$ cat config.mk
export PLATFORM = sky130hd
export DESIGN_NAME = adler32_check
export DESIGN_NICKNAME = d
export VERILOG_FILES = /design/src/rtl/adler32_check.sv
export SDC_FILE = /design/constraint.sdc
export NUM_CORES = 1
export LEC_CHECK = 0
export ABC_CLOCK_PERIOD_IN_PS = 17300
export CELL_PAD_IN_SITES_DETAIL_PLACEMENT = 0
export CELL_PAD_IN_SITES_GLOBAL_PLACEMENT = 1
export CORE_MARGIN = 5
export CORE_UTILIZATION = 30
export CTS_CLUSTER_DIAMETER = 60
export DETAILED_ROUTE_END_ITERATION = 8
export DONT_BUFFER_PORTS = 1
export GPL_TIMING_DRIVEN = 0
export PLACE_DENSITY = 0.58
export SLEW_MARGIN = 40
export SYNTH_ARGS = -nofsm -noshare
export SYNTH_HDL_FRONTEND = slang
export SYNTH_SLANG_ARGS = --single-unit
$ cat constraint.sdc
create_clock -name clk -period 17.3 [get_ports clk]
set_input_delay 1.73 -clock clk [delete_from_list [all_inputs] [get_ports clk]]
set_output_delay 1.73 -clock clk [all_outputs]
set_load 0.005 [all_outputs]
$ cat src/rtl/adler32_check.sv
// Receive-side Adler-32 frame checker: holds back the 4 trailer bytes and compares them with the
// running {B,A}. Optional saturating bad-frame counter when ADLER32_CHK_ERRCNT_EN is defined.
module adler32_check #(
  parameter logic [15:0] MOD = 16'd65521
`ifdef ADLER32_CHK_ERRCNT_EN
  ,
  parameter int CNT_W = 16
`endif
) (
  input  logic             clk,
  input  logic             rst,
  input  logic [7:0]       in_data,
  input  logic             in_valid,
  input  logic             in_last,
  output logic             in_ready,
  output logic             res_valid,
  output logic             res_ok,
  output logic             res_runt,
  output logic [31:0]      res_sum
`ifdef ADLER32_CHK_ERRCNT_EN
  ,
  output logic [CNT_W-1:0] err_count
`endif
);

  typedef enum logic {ST_ACC, ST_RESULT} state_t;

  state_t      state_q;
  logic [15:0] a_q, b_q;
  logic [2:0]  nb_q;
  logic [7:0]  hb_q [4];

  logic [7:0]  hb_d [4];
  logic [16:0] a_sum, b_sum;
  logic [15:0] a_d, b_d;
  logic [2:0]  nb_d;
  logic        accept, fold, runt_d, ok_d;
  logic [31:0] trailer_d;

  assign in_ready = (state_q == ST_ACC);
  assign accept   = in_valid && (state_q == ST_ACC);
  assign fold     = (nb_q == 3'd4);

  // Holdback line after shifting the incoming byte in; hb[3] is the oldest byte.
  assign hb_d[0] = in_data;
  generate
    for (genvar gi = 1; gi < 4; gi++) begin : g_shift
      assign hb_d[gi] = hb_q[gi-1];
    end
  endgenerate

  always_comb begin
    a_sum = {1'b0, a_q} + {9'd0, hb_q[3]};
    if (a_sum >= {1'b0, MOD}) a_sum = a_sum - {1'b0, MOD};
    b_sum = {1'b0, b_q} + {1'b0, a_sum[15:0]};
    if (b_sum >= {1'b0, MOD}) b_sum = b_sum - {1'b0, MOD};
    a_d       = fold ? a_sum[15:0] : a_q;
    b_d       = fold ? b_sum[15:0] : b_q;
    nb_d      = fold ? nb_q : nb_q + 3'd1;
    runt_d    = (nb_d != 3'd4);
    trailer_d = {hb_d[3], hb_d[2], hb_d[1], hb_d[0]};
    ok_d      = !runt_d && (trailer_d == {b_d, a_d});
  end

  always_ff @(posedge clk) begin
    if (rst) begin
      state_q   <= ST_ACC;
      a_q       <= 16'h0001;
      b_q       <= 16'h0000;
      nb_q      <= 3'd0;
      hb_q      <= '{default: 8'h00};
      res_valid <= 1'b0;
      res_ok    <= 1'b0;
      res_runt  <= 1'b0;
      res_sum   <= 32'h0;
`ifdef ADLER32_CHK_ERRCNT_EN
      err_count <= '0;
`endif
    end else if (state_q == ST_ACC) begin
      if (accept) begin
        a_q  <= a_d;
        b_q  <= b_d;
        nb_q <= nb_d;
        hb_q <= hb_d;
        if (in_last) begin
          state_q   <= ST_RESULT;
          res_valid <= 1'b1;
          res_ok    <= ok_d;
          res_runt  <= runt_d;
          res_sum   <= {b_d, a_d};
`ifdef ADLER32_CHK_ERRCNT_EN
          if (!ok_d && (err_count != {CNT_W{1'b1}})) err_count <= err_count + 1'b1;
`endif
        end
      end
    end else begin
      // Verdict cycle: stall input and restart the checksum for the next frame.
      state_q   <= ST_ACC;
      res_valid <= 1'b0;
      a_q       <= 16'h0001;
      b_q       <= 16'h0000;
      nb_q      <= 3'd0;
      hb_q      <= '{default: 8'h00};
    end
  end

endmodule

Word level (Yosys, flattened, before mapping)
Index checks and enable logic that the tools add are counted.
{"block": "classes", "addsub": 5, "multipliers": 0, "div_mod_pow": 0, "n_lt_le_gt_ge": 2, "n_eq_ne": 3, "n_shift": 0, "n_mux": 6, "bitwise_logic": 2, "reduce_logical": 7}
{"op": "2-to-1 mux 16 bit", "count": 4}
{"op": "greater-or-equal comparator 17 x 16 -> 1 bit (second input constant)", "count": 2}
{"op": "== test 32 bit", "count": 1}
{"op": "subtractor 16 bit (second input constant)", "count": 2}
{"op": "adder 16 x 16 -> 17 bit", "count": 1}
{"op": "adder 16 x 8 -> 17 bit", "count": 1}
{"op": "adder 3 x 1 -> 3 bit (second input constant)", "count": 1}
{"op": "== test 3 bit (second input constant)", "count": 1}
{"op": "2-to-1 mux 3 bit", "count": 1}
{"op": "!= test 3 bit (second input constant)", "count": 1}
{"op": "AND reduction 3 bit", "count": 1}
{"op": "OR reduction 3 bit", "count": 1}
{"op": "logical AND 1 bit", "count": 2}
{"op": "NOT 1 bit", "count": 2}
{"op": "AND reduction 2 bit", "count": 1}
{"op": "OR reduction 2 bit", "count": 1}
{"op": "zero test 1 bit", "count": 1}
{"op": "2-to-1 mux 1 bit", "count": 1}
{"block": "totals", "ff_bits": 103, "latchBits": 0, "ram_bits": 0, "mem_bits_ro": 0, "inputBits": 12, "elab_cells": 37, "mem_count": 0}

Longest topological paths before layout
{"block": "depth", "depth_word": 9, "depth_mapped": 27, "mapped_depth_nobuf": 25}

Worst setup path after synthesis
Ideal clock, no wire load.
{"block": "synth_timing", "path_kind": "register to register", "startpoint": "reg a_q[0]", "endpoint": "reg res_ok", "arrival_time_ps": 6609, "required_ps": 17241, "path_slack_ps": 10631, "stages_incl_launch_ff": 26, "path_buffers": 0, "cell_sequence": "dfxtp_1 > ha_1 > fa_1 > and3_1 > nor3_1 > or4b_4 > a31oi_4 > nand2_1 > or3_1 > o31a_1 > nor3_1 > or2_2 > inv_1 > ha_1 > o21a_1 > or3_1 > a21oi_1 > a22oi_1 > a211oi_2 > nand4_2 > a2111oi_0 > a211oi_1 > a2111oi_0 > o2111ai_1 > or4_1 > nand2_1"}
{"block": "synth_between", "elab_chain_cells": 9}
{"element": "start: declaration", "line_no": "29", "text": "logic [15:0] a_q, b_q;"}
{"element": "start signal: assignment", "line_no": "68", "text": "a_q <= 16'h0001;"}
{"element": "start signal: assignment", "line_no": "81", "text": "a_q <= a_d;"}
{"element": "start signal: assignment", "line_no": "100", "text": "a_q <= 16'h0001;"}
{"element": "adder 16 x 8 -> 17 bit", "line_no": "53", "text": "a_sum = {1'b0, a_q} + {9'd0, hb_q[3]};"}
{"element": "subtractor 16 bit / greater-or-equal comparator 17 x 16 -> 1 bit (equally long branches)", "line_no": "54", "text": "if (a_sum >= {1'b0, MOD}) a_sum = a_sum - {1'b0, MOD};"}
{"element": "2-to-1 mux 16 bit", "line_no": "54"}
{"element": "adder 16 x 16 -> 17 bit", "line_no": "55", "text": "b_sum = {1'b0, b_q} + {1'b0, a_sum[15:0]};"}
{"element": "subtractor 16 bit / greater-or-equal comparator 17 x 16 -> 1 bit (equally long branches)", "line_no": "56", "text": "if (b_sum >= {1'b0, MOD}) b_sum = b_sum - {1'b0, MOD};"}
{"element": "2-to-1 mux 16 bit", "line_no": "56"}
{"element": "2-to-1 mux 16 bit", "line_no": "58", "text": "b_d = fold ? b_sum[15:0] : b_q;"}
{"element": "== test 32 bit (*)", "line_no": "62", "text": "ok_d = !runt_d && (trailer_d == {b_d, a_d});"}
{"element": "logical AND 1 bit (*)", "line_no": "62"}
{"element": "end signal: assignment", "line_no": "88", "text": "res_ok <= ok_d;"}
{"element": "end: declaration", "line_no": "17", "text": "output logic res_ok,"}
Mark *: on every way between the ends. The rest lies on a longest branch, timed or not.
A chain may end at the register's enable or synchronous reset.

Final worst setup path
Same ends and word-level chain as after synthesis.

==> results.sh <==
export IMPL_status="complete, no violations"
export IMPL_ios=48
export IMPL_setup_tns_ps=0
export IMPL_grt_pass1_wl_um=48000
export IMPL_grt_pass1_vias=7560
export IMPL_synth_cells=1051
export IMPL_drcViolationCount=0
export IMPL_slowest_delay_ps=920
export IMPL_numPortBuffers=0
export IMPL_root_buffer="clkbuf_16"
export IMPL_cts_hold_buf=0
export IMPL_cts_tree="done"
export IMPL_clk_pin_slew_ps=80
export IMPL_postRouteAntennaNets=0
export IMPL_diodes=0
export IMPL_hold_viol_final=0
export IMPL_clock_sinks=103
export IMPL_die_y_um=175
export IMPL_antenna_found_initial=0
export IMPL_synth_nets=1097
export IMPL_yosys_area_top_type="dfxtp_1"
export IMPL_reg2reg_depth=26
export IMPL_critPathArrivalTime_ps=8950
export IMPL_slew_violations=0
export IMPL_synth_async_sr_flop_share_pct=0
export IMPL_fp_dieW_um=175
export IMPL_fillers=2921
export IMPL_clock_skew_ps=12.8
export IMPL_die_area_um2=30600
export IMPL_worst_slack_ps=8660
export IMPL_leakagePower_nw=3.40
export IMPL_critPathTopFamily="compound AO/OA/AOI/OAI gates"
export IMPL_synth_edf_count=0
export IMPL_viasPerCell=5.70
export IMPL_drt_total_wl_um=32400
export IMPL_cts_resized=0
export IMPL_final_nets=1108
export IMPL_startpoint_type="flop"
export IMPL_synthesis_area_um2=8160
export IMPL_layout_common_cells="nor2_1, dfxtp_1, nand2_1, a21oi_1"
export IMPL_cts_max_path_buffers=2
export IMPL_period_share_pct=49.9
export IMPL_cp_required_ps=17610
export IMPL_overflow=0
export IMPL_gp_congestion=0.925
export IMPL_vdd_ir_drop_worst_v=0.0000421
export IMPL_synth_area_leaders="dfxtp_1, nor2_1, mux2i_1, xnor2_1, ha_1"
export IMPL_final_common_cell="nor2_1"
export IMPL_fmax_mhz=116
export IMPL_hold_depth=2
export IMPL_yosysWarnings=0
export IMPL_grt_total_usage_pct=20.7
export IMPL_drtIter0Drc=605
export IMPL_rsz0062_at_grt="false"
export IMPL_design_core_area_um2=26900
export IMPL_cp_num_buf_inv=3
export IMPL_drive_gt1_share_pct=6.19
export IMPL_rows=60
export IMPL_numCtsBuffers=9
export IMPL_end_kind="flop"
export IMPL_min_period_ps=8640
export IMPL_hold_class="flop to flop"
export IMPL_wl_per_cell_um=23.0
export IMPL_synth_top_area_share_pct=25.3
export IMPL_ys_seq_area_share_pct=25.3
export IMPL_synth_ff_type="dfxtp_1"
export IMPL_cp_depth=26
export IMPL_postCtsSetupBuffers=0
export IMPL_powerDensity_nw_per_um2=62.0
export IMPL_dp_slack_ps=8850
export IMPL_worst_path_max_delay_cell="a2111oi_0"
export IMPL_setup_worst_path_class="flop to flop"
export IMPL_clk_latency_ps=370
export IMPL_firstDrtPassIters=6
export IMPL_synthToLayoutAreaGrowth_pct=9.34
export IMPL_setup_violations=0
export IMPL_grt_max_degree=21
export IMPL_htreeDepth=3
export IMPL_num_vias=8019
export IMPL_maxCapViolations=0
export IMPL_crit_path_max_fanout=10
export IMPL_slew_headroom_pct=36.3
export IMPL_start_util_pct=30.3
export IMPL_tightestPinTransition_ps=931
export IMPL_syn_avg_cell_area_um2=7.76
export IMPL_synth_distinct_cells=92
export IMPL_hpwl_um=26100
export IMPL_synth_seq_cells=103
==> tightest hold or removal path: cells and delay by family, from the launching register on <==
kind	cells	cell delay, ps
compound gates	1	50
flops	1	330
simple gates	1	60
==> per-layer routing <==
layer	share of wire [%]	track usage (%)	routed length (um)	vias up
li1	-	-	-	3867
met1	46	28.2	15000	3847
met2	44	33.1	14300	261
met3	6.2	3.92	2000	44
met4	3.3	6.78	1070	0
met5	0	0	0	-
==> stage by stage <==
step,hold slack [ps],util [%],total power [mW],instance area (um2),cells
floorplan,451,-,0.301,8160,1051
global placement,464,31.9,0.324,8580,1392
detailed placement,469,31.9,0.325,8580,1392
CTS,481,33.2,0.557,8910,1408
global route,491,33.2,0.571,8920,1408
finish,476,33.2,0.553,8920,1408
==> Yosys cell counts, types with 5 or more instances <==
cell type	number
a2111oi_0	5
a211o_1	5
a211oi_1	33
a21o_1	16
a21oi_1	67
a221oi_1	5
a311oi_1	5
a31oi_1	7
and2_1	11
and3_1	15
and4_1	7
buf_1	12
buf_2	12
clkbuf_1	39
dfxtp_1	103
ha_1	32
inv_1	27
mux2_2	7
mux2i_1	55
nand2_1	93
nand2b_1	14
nand3_1	35
nand4_1	18
nor2_1	150
nor3_1	26
nor3b_1	9
nor4_1	12
o2111ai_1	5
o211ai_1	11
o21a_1	10
o21ai_0	27
or3_1	8
xnor2_1	56
xor2_1	18
==> state kept, by name, summed over array words and instances (netlist names) <==
| signal | flops |
|---|---|
| nb_q | 3 |
| res_runt | 1 |
| a_q | 16 |
| res_valid | 1 |
| hb_q | 8 |
| state_q | 1 |
| hb_d | 24 |
| res_ok | 1 |
| b_q | 16 |
| res_sum | 32 |
==> report_power, final <==
| part | total (mW) | switching [mW] | internal (mW) |
|---|---|---|---|
| Clock | 0.233 | 0.116 | 0.118 |
| Sequential | 0.251 | 0.00809 | 0.243 |
| Combinational | 0.0681 | 0.0440 | 0.0241 |
| Total | 0.553 | 0.168 | 0.385 |
==> layout make-up <==
type	count	area [um2]	share of cell area, %
clock buffers	9	225	2.53
inverters	27	101	1.14
flip-flops and latches	103	2060	23.1
well taps	341	427	4.78
plain buffers	65	273	3.06
clock inverters	7	100	1.12
multi-input cells	856	5730	64.2
==> cell families (layout without fill, tap and decap cells) <==
family,after synthesis,count (layout),synth area share (%)
fa+ha+maj,34,34,5.40
xor+xnor,76,76,8.50
compound gates,258,258,23.0
mux,62,62,7.72
buf+inv,92,108,4.56
simple gates,426,426,25.5
flops,103,103,25.3
==> worst paths after layout <==
path	endpoint	start	slack, ps
worst min register to register	res_sum[5]	res_sum[5]	480
worst max-delay path	res_ok	a_q[0]	8660
worst min-delay path	res_sum[5]	res_sum[5]	480
worst max register to register	res_ok	a_q[0]	8660
Note: power is estimated with default switching activity, not from simulation.
